$ cat config.mk
export PLATFORM = sky130hd
export DESIGN_NAME = pipe_cla_adder
export DESIGN_NICKNAME = d
export VERILOG_FILES = /design/src/rtl/pipe_cla_adder.sv
export SDC_FILE = /design/constraint.sdc
export NUM_CORES = 1
export LEC_CHECK = 0
export BUFFER_PORTS_ARGS = -buffer_cell sky130_fd_sc_hd__buf_2
export CAP_MARGIN = 5
export CORE_MARGIN = 4
export CORE_UTILIZATION = 51
export CTS_CLUSTER_SIZE = 16
export DETAILED_ROUTE_END_ITERATION = 12
export GPL_TIMING_DRIVEN = 0
export HOLD_SLACK_MARGIN = 0.15
export PLACE_DENSITY_LB_ADDON = 0.08
export SETUP_SLACK_MARGIN = 0.4
export SLEW_MARGIN = 20
export SYNTH_ARGS = -nofsm -noshare
export SYNTH_HDL_FRONTEND = slang
export SYNTH_SLANG_ARGS = --single-unit
$ cat constraint.sdc
create_clock -name clk -period 2.8 [get_ports clk]
set_input_delay 0.28 -clock clk [delete_from_list [all_inputs] [get_ports clk]]
set_output_delay 0.28 -clock clk [all_outputs]
set_load 0.02 [all_outputs]
$ cat src/rtl/pipe_cla_adder.sv
// pipe_cla_adder: two-stage pipelined carry-lookahead adder/subtractor with
// valid/ready handshaking on both sides.
//
//   Stage 1: forms b' (b or ~b for subtract), per-bit generate/propagate,
//            and per-group G/P. These are registered together with a, b',
//            the carry-in and the sub flag.
//   Stage 2: resolves every group carry-in by lookahead over the registered
//            group G/P, forms per-bit sums, and registers sum/cout.
//
// Parameters
//   WIDTH      operand and sum width in bits
//   GROUPSIZE  bits per lookahead group (1, 2, 4 or 8). The default comes from
//              the `GROUPSIZE macro, normally supplied by define.v; it falls
//              back to 4 when that macro is not defined.
//
// Ports
//   clk        clock, all state updates on the rising edge
//   rst_n      asynchronous active-low reset
//   in_valid   operand beat valid
//   in_ready   beat accepted this cycle (does not depend on in_valid)
//   a, b       operands
//   cin        carry-in, ignored when sub=1
//   sub        0: a+b+cin, 1: a-b
//   out_valid  result beat valid
//   out_ready  downstream accepts the result
//   sum, cout  result modulo 2^WIDTH and carry out of the MSB
//              (for subtract, cout=1 means no borrow)
//
// Build option
//   PIPE_CLA_FLAGS_EN  adds outputs ovf (signed overflow) and zero (sum==0),
//                      registered alongside sum.

`ifndef GROUPSIZE
`define GROUPSIZE 4
`endif

module pipe_cla_adder #(
    parameter int WIDTH     = 32,
    parameter int GROUPSIZE = `GROUPSIZE
) (
    input  logic             clk,
    input  logic             rst_n,
    input  logic             in_valid,
    output logic             in_ready,
    input  logic [WIDTH-1:0] a,
    input  logic [WIDTH-1:0] b,
    input  logic             cin,
    input  logic             sub,
    output logic             out_valid,
    input  logic             out_ready,
    output logic [WIDTH-1:0] sum,
    output logic             cout
`ifdef PIPE_CLA_FLAGS_EN
    ,
    output logic             ovf,
    output logic             zero
`endif
);

    localparam int NG = WIDTH / GROUPSIZE;

    generate
        if (!(GROUPSIZE == 1 || GROUPSIZE == 2 || GROUPSIZE == 4 || GROUPSIZE == 8)) begin : g_bad_groupsize
            $error("pipe_cla_adder: GROUPSIZE must be 1, 2, 4 or 8");
        end
        if ((WIDTH % GROUPSIZE) != 0) begin : g_bad_width
            $error("pipe_cla_adder: WIDTH must be a multiple of GROUPSIZE");
        end
    endgenerate

    // ------------------------------------------------------------------
    // Handshake
    // ------------------------------------------------------------------
    logic s1_valid;
    logic s2_en;

    // Stage 2 can take a new value when it is empty or being drained.
    assign s2_en    = !out_valid || out_ready;
    assign in_ready = !s1_valid || s2_en;

    // ------------------------------------------------------------------
    // Stage 1: operand conditioning and group generate/propagate
    // ------------------------------------------------------------------
    logic [WIDTH-1:0] bx;
    logic [WIDTH-1:0] g1;
    logic [WIDTH-1:0] p1;
    logic [NG-1:0]    gg1;
    logic [NG-1:0]    gp1;

    always_comb begin
        bx  = sub ? ~b : b;
        g1  = a & bx;
        p1  = a ^ bx;
        gg1 = '0;
        gp1 = '1;
        for (int k = 0; k < NG; k++) begin
            // Group G: carry generated inside the group, folded LSB to MSB.
            for (int j = 0; j < GROUPSIZE; j++) begin
                gg1[k] = g1[k*GROUPSIZE+j] | (p1[k*GROUPSIZE+j] & gg1[k]);
                gp1[k] = gp1[k] & p1[k*GROUPSIZE+j];
            end
        end
    end

    logic [WIDTH-1:0] s1_a;
    logic [WIDTH-1:0] s1_b;
    logic             s1_cin;
    logic             s1_sub;
    logic [NG-1:0]    s1_gg;
    logic [NG-1:0]    s1_gp;

    always_ff @(posedge clk or negedge rst_n) begin
        if (!rst_n) begin
            s1_valid <= 1'b0;
            s1_a     <= '0;
            s1_b     <= '0;
            s1_cin   <= 1'b0;
            s1_sub   <= 1'b0;
            s1_gg    <= '0;
            s1_gp    <= '0;
        end else if (in_ready) begin
            s1_valid <= in_valid;
            if (in_valid) begin
                s1_a   <= a;
                s1_b   <= bx;
                // Add-path carry-in only; subtract supplies its own +1 below.
                s1_cin <= cin & ~sub;
                s1_sub <= sub;
                s1_gg  <= gg1;
                s1_gp  <= gp1;
            end
        end
    end

    // ------------------------------------------------------------------
    // Stage 2: group carry lookahead and per-bit sums
    // ------------------------------------------------------------------
    logic [NG:0]      gc;
    logic [WIDTH-1:0] g2;
    logic [WIDTH-1:0] p2;
    logic [WIDTH-1:0] sum2;
    logic             cb;
`ifdef PIPE_CLA_FLAGS_EN
    logic             msb_c;
`endif

    always_comb begin
        g2 = s1_a & s1_b;
        p2 = s1_a ^ s1_b;
        gc = '0;
        // Effective carry-in: forced to 1 for subtract (two's complement +1).
        gc[0] = s1_cin | s1_sub;
        for (int k = 0; k < NG; k++) begin
            gc[k+1] = s1_gg[k] | (s1_gp[k] & gc[k]);
        end

        sum2 = '0;
        cb   = 1'b0;
`ifdef PIPE_CLA_FLAGS_EN
        msb_c = 1'b0;
`endif
        for (int i = 0; i < WIDTH; i++) begin
            // Each group restarts its internal ripple from its lookahead carry.
            if ((i % GROUPSIZE) == 0) begin
                cb = gc[i/GROUPSIZE];
            end
            sum2[i] = p2[i] ^ cb;
`ifdef PIPE_CLA_FLAGS_EN
            if (i == WIDTH - 1) begin
                msb_c = cb;
            end
`endif
            cb = g2[i] | (p2[i] & cb);
        end
    end

    always_ff @(posedge clk or negedge rst_n) begin
        if (!rst_n) begin
            out_valid <= 1'b0;
            sum       <= '0;
            cout      <= 1'b0;
`ifdef PIPE_CLA_FLAGS_EN
            ovf       <= 1'b0;
            zero      <= 1'b0;
`endif
        end else if (s2_en) begin
            out_valid <= s1_valid;
            if (s1_valid) begin
                sum  <= sum2;
                cout <= gc[NG];
`ifdef PIPE_CLA_FLAGS_EN
                ovf  <= msb_c ^ gc[NG];
                zero <= (sum2 == '0);
`endif
            end
        end
    end

endmodule

# Word level (Yosys, flattened, before mapping)
# Cells that the tools add are included.
dict set report totals {
  register_bits 117
  in_bits 70
  out_inout_bits 35
  wordCells 193
}
dict set report op_classes {
  n_mux 1
  bitwise_logic 176
  reduce_logical 6
}
# op count
set op_table {}
lappend op_table {{$and 1x1->1} 81}
lappend op_table {{$xor 32x32->32} 2}
lappend op_table {{$or 1x1->1} 57}
lappend op_table {{$and 32x32->32} 1}
lappend op_table {{$mux 32} 1}
lappend op_table {{$not 32->32} 1}
lappend op_table {{$xor 1x1->1} 32}
lappend op_table {{$and 31x31->31} 1}
lappend op_table {{$reduce_and 2->1} 2}
lappend op_table {{$logic_not 1->1} 2}
lappend op_table {{$logic_or 1x1->1} 2}
lappend op_table {{$not 1->1} 1}

# Depth between registers and ports, before layout
dict set report depth {
  depth_word 22
  mapped_depth 10
}

# Worst setup path after synthesis
# OpenSTA, ideal clock, no wires.
dict set report synth_path {
  kind {flip-flop to flip-flop}
  startpoint {reg s1_sub}
  endpoint {reg sum[27]}
  setup_time_ns 0.127
  arrival_ns 2.646
  required_ns 2.673
  path_slack_ns 0.027
  stages_incl_launch_ff 11
  path_buffers 0
  period_less_slack_ns 2.773
  path_cell_list {dfrtp_1 o211ai_1 a21oi_1 a211o_1 a21o_1 fa_1 fa_1 fa_1 xor2_1 xnor2_1 o21ai_0}
}
dict set report synth_between {
  elab_chain_len 20
}
# element line_no
set synth_lines {}
lappend synth_lines {{from (decl)} 108} ;# logic s1_sub;
lappend synth_lines {{from (signal assigned)} 128} ;# s1_sub <= sub;
lappend synth_lines {{$or 1x1->1} 152} ;# gc[0] = s1_cin | s1_sub;
lappend synth_lines {{$and 1x1->1} 154} ;# gc[k+1] = s1_gg[k] | (s1_gp[k] & gc[k]);
lappend synth_lines {{$or 1x1->1} 154}
lappend synth_lines {{$and 1x1->1} 154}
lappend synth_lines {{$or 1x1->1} 154}
lappend synth_lines {{$and 1x1->1} 154}
lappend synth_lines {{$or 1x1->1} 154}
lappend synth_lines {{$and 1x1->1} 154}
lappend synth_lines {{[4 not listed]} -}
lappend synth_lines {{$or 1x1->1} 154}
lappend synth_lines {{$and 1x1->1} 173} ;# cb = g2[i] | (p2[i] & cb);
lappend synth_lines {{$or 1x1->1} 173}
lappend synth_lines {{$and 1x1->1} 173}
lappend synth_lines {{$or 1x1->1} 173}
lappend synth_lines {{$and 1x1->1} 173}
lappend synth_lines {{$or 1x1->1} 173}
lappend synth_lines {{$xor 1x1->1} 167} ;# sum2[i] = p2[i] ^ cb;
lappend synth_lines {{to (signal assigned)} 189} ;# sum <= sum2;
lappend synth_lines {{to (decl)} 51} ;# output logic [WIDTH-1:0] sum,
# No other way between the ends.
# A chain may end at the register's enable or synchronous reset.

# Final worst setup path
dict set report layout_path {
  startpoint {reg s1_cin}
  endpoint {reg sum[19]}
}
dict set report layout_between {
  elab_chain_len 16
}
# element line_no
set layout_lines {}
lappend layout_lines {{from (decl)} 107} ;# logic s1_cin;
lappend layout_lines {{from (signal assigned)} 127} ;# s1_cin <= cin & ~sub;
lappend layout_lines {{$or 1x1->1} 152}
lappend layout_lines {{$and 1x1->1} 154}
lappend layout_lines {{$or 1x1->1} 154}
lappend layout_lines {{$and 1x1->1} 154}
lappend layout_lines {{$or 1x1->1} 154}
lappend layout_lines {{$and 1x1->1} 154}
lappend layout_lines {{$or 1x1->1} 154}
lappend layout_lines {{$and 1x1->1} 154}
lappend layout_lines {{$or 1x1->1} 154}
lappend layout_lines {{$and 1x1->1} 173}
lappend layout_lines {{$or 1x1->1} 173}
lappend layout_lines {{$and 1x1->1} 173}
lappend layout_lines {{$or 1x1->1} 173}
lappend layout_lines {{$and 1x1->1} 173}
lappend layout_lines {{$or 1x1->1} 173}
lappend layout_lines {{$xor 1x1->1} 167}
# No other way between the ends.

==> results.toml <==
[grt]
grt_pass1_vias = 4427
grt_first_pass_wirelength_um = 21770
antenna_found_initial = 0
grt_use_total = 0.2134
globalRoute.totalOverflow = 0
grt_max_degree = 77

[synth]
synth_top_cell_by_area = "dfrtp_1"
avgSynthCellArea_sq_um = 13.53
synthCells = 442
synth_commonest_cells = "dfrtp_1, mux2_2, xor2_1"
ys_seq_elements = 117
yosysWarnings = 0
syn_area_sq_mm = 0.005978
synth_flop_cell = "dfrtp_1"
netlist_top_cells_area = "dfrtp_1, mux2_2, fa_1"
ys_types = 26
yosysMostFrequentCell = "dfrtp_1"
synth-seq-area-share = 0.4897
synth-async-reset-ratio = 1.000
synth_top_area_frac = 0.4897
synth-edff-count = 0
synthesis.nets = 568

[timing]
finClkSkew_ns = 0.007014
tightest_slew_ns = 0.4152
setup_slack_ns = -0.008072
maxSlewViolCount = 0
finalCritPeriodShare = 1.003
relSlewSlack = 0.7232
setup_tns_ns = -0.008072
rsz0062_at_grt = "true"
setup_viol = 1
min_period_ns = 2.808
fmax_ghz = 0.3561
hold_viol = 0

[die]
core-area_sq_mm = 0.01147
die_h_um = 116.3
initial_core_util = 0.5213
dieWidth_um = 116.3
die_area_sq_mm = 0.01352
rows = 39
ios = 105

[route]
routedWlPerCell_um = 17.31
dr.pass1.iters = 4
antenna_left = 0
remaining_drc_errors = 0
vias = 3988
routed_wl_um = 13320
viasPerCell = 5.186
drt_iter0_markers = 144

[outcome]
status = "finished, violations left"
violations = "negative setup slack"

[setup_path]
r2r-end = "sum[19]$_DFFE_PN0P_"
start_kind = "flip-flop"
crit_chain = "o211ai_1, buf_4, nand2_4, a21o_1, a21o_1, fa_2, fa_2, fa_2, xor2_1, xnor2_1, o21ai_1"
path_buf_inv = 1
critPathKind = "reg -> reg"
reg2reg_slack_ns = -0.008
arrival_ns = 3.10
r2r-start = "s1_cin$_DFFE_PN0P_"
path_common_cell = "fa_2"
crit_end = "sum[19]$_DFFE_PN0P_"
slowest_stage = "dfrtp_1"
required_ns = 3.09
setup.worst_path.start = "s1_cin$_DFFE_PN0P_"
cp_max_fo = 2
crit_family = "adder cells"
cpPeakStageDelay_ns = 0.38
worstSetupPathDepth = 11
ff2ff_path_depth = 11
end_kind = "flip-flop"

[final_layout]
syn_to_final_growth_pct = 32.40
stdcell_area_sq_mm = 0.007915
diodes = 0
drive_gt1_frac = 0.4473
num-nets-final = 740

[clock_network]
clk_path_buf_depth = 2
clkSinkCount = 117
cts.clk_slew.worst_paths_ns = 0.05
cts_root_buffer = "clkbuf_16"
h-tree-depth = 4
cts_tree = "yes"
numCtsBuffers = 17
insertion_delay_ns = 0.42

[power]
post-layout-total-power_mw = 6.556
power.leakage_nw = 3.755
powerDensity_mw_per_mm2 = 828.2
ir_drop_v = 0.0005623

[worst_hold_path]
hp-class = "in -> reg"

[place]
gp_congestion = 0.7678
hpwl_um = 9285
place_area_sq_mm = 0.006740
portBuffers = 103

[flow_run]
max_cap_viol_count = 0
-- state kept, by name (all words and copies together), names as in the netlist --
signal     count
s1_b          32
s1_valid       1
out_valid      1
s1_a          32
sum           32
s1_sub         1
s1_gp          8
s1_gg          8
cout           1
s1_cin         1
-- cells by family after synthesis --
| kind of cell | Yosys count | share of synthesized area |
|---|---|---|
| adders and majority gates | 56 | 0.1473 |
| AOI/OAI and AO/OA | 66 | 0.06739 |
| DFF | 117 | 0.4897 |
| and+or+nand+nor | 47 | 0.03956 |
| muxes | 87 | 0.1639 |
| xor gates and xnor gates | 48 | 0.07032 |
| buffers and inverters | 21 | 0.02177 |
-- cell type report --
cell class	instances	area, sq um
plain buffers	18	118.9
clock inverters	2	35.03
inverters	3	11.26
fillers	845	3552
repair buffers	153	1020
multi-input cells	304	3073
clock buffers	29	550.5
flip-flops and latches	117	2928
well taps	143	178.9
-- timing repair --
action | in CTS | in global routing
pin swaps | 21 | 13
setup endpoints to repair | 18 | 20
buffers inserted | 12 | 2
hold buffers | 35 | 0
gates resized for setup | 29 | 10
hold endpoints to repair | 75 | 0
-- worst min path at each step --
stage                               from                   end  slack [ns]  depth (start not counted)
global placement    s1_gp[6]$_DFFE_PN0P_  s1_gp[6]$_DFFE_PN0P_        0.46                          2
finish                         out_ready  s1_valid$_DFFE_PN0N_        0.19                          3
detailed placement                 rst_n    sum[9]$_DFFE_PN0P_        0.22                          1
floorplan                          rst_n      cout$_DFFE_PN0P_       -0.02                          0
global route                   out_ready  s1_valid$_DFFE_PN0N_        0.20                          3
CTS                            out_ready  s1_valid$_DFFE_PN0N_        0.18                          3
-- layer usage --
layer | track usage | wire length [um] | share of wire | vias to the layer above
li1 | - | - | - | 1881
met2 | 0.3494 | 6473 | 0.49 | 97
met5 | 0 | 0 | 0 | -
met4 | 0.08121 | 203 | 0.015 | 0
met3 | 0.04922 | 632 | 0.047 | 17
met1 | 0.2776 | 6005 | 0.45 | 1993
-- report_power, final --
part           internal (mW)  leakage [nW]  switching, mW
Sequential              2.14          1.39          0.285
Combinational           1.00          2.07           1.00
Clock                   1.40         0.290          0.726
-- cells in the final DEF (no fill, tap or decap), drive strengths merged --
cell type and instances:
clkbuf 30, clkinv 1, dlygate4sd3 35, nor2 2
a211o 1, nand3b 1, or2 1, o21ai 28
bufinv 1, nand3 1, a21oi 13, inv 3
fa 24, nand2b 5, mux2 87, o211ai 2
a2111o 1, ha 32, dfrtp 117, nand4 8
nand2 29, xor2 40, xnor2 8, a21o 21
buf 135
-- tightest hold or removal path, delay by kind of cell --
kind / cells / cell delay [ns]
buffers and inverters: 1 / 0.08
AND/OR/NAND/NOR: 2 / 0.20
-- through the flow --
step | util | cells | setup WS [ns] | hold slack [ns]
after global placement | 0.5848 | 688 | -0.08905 | 0.4631
after CTS | 0.6846 | 767 | -0.003677 | 0.1796
final | 0.6902 | 769 | -0.008072 | 0.1892
after global routing | 0.6902 | 769 | -0.1070 | 0.1981
after floorplan | - | 442 | 0.1574 | -0.01559
after detailed placement | 0.5878 | 689 | -0.08329 | 0.2233
(Power assumes the default switching activity.)
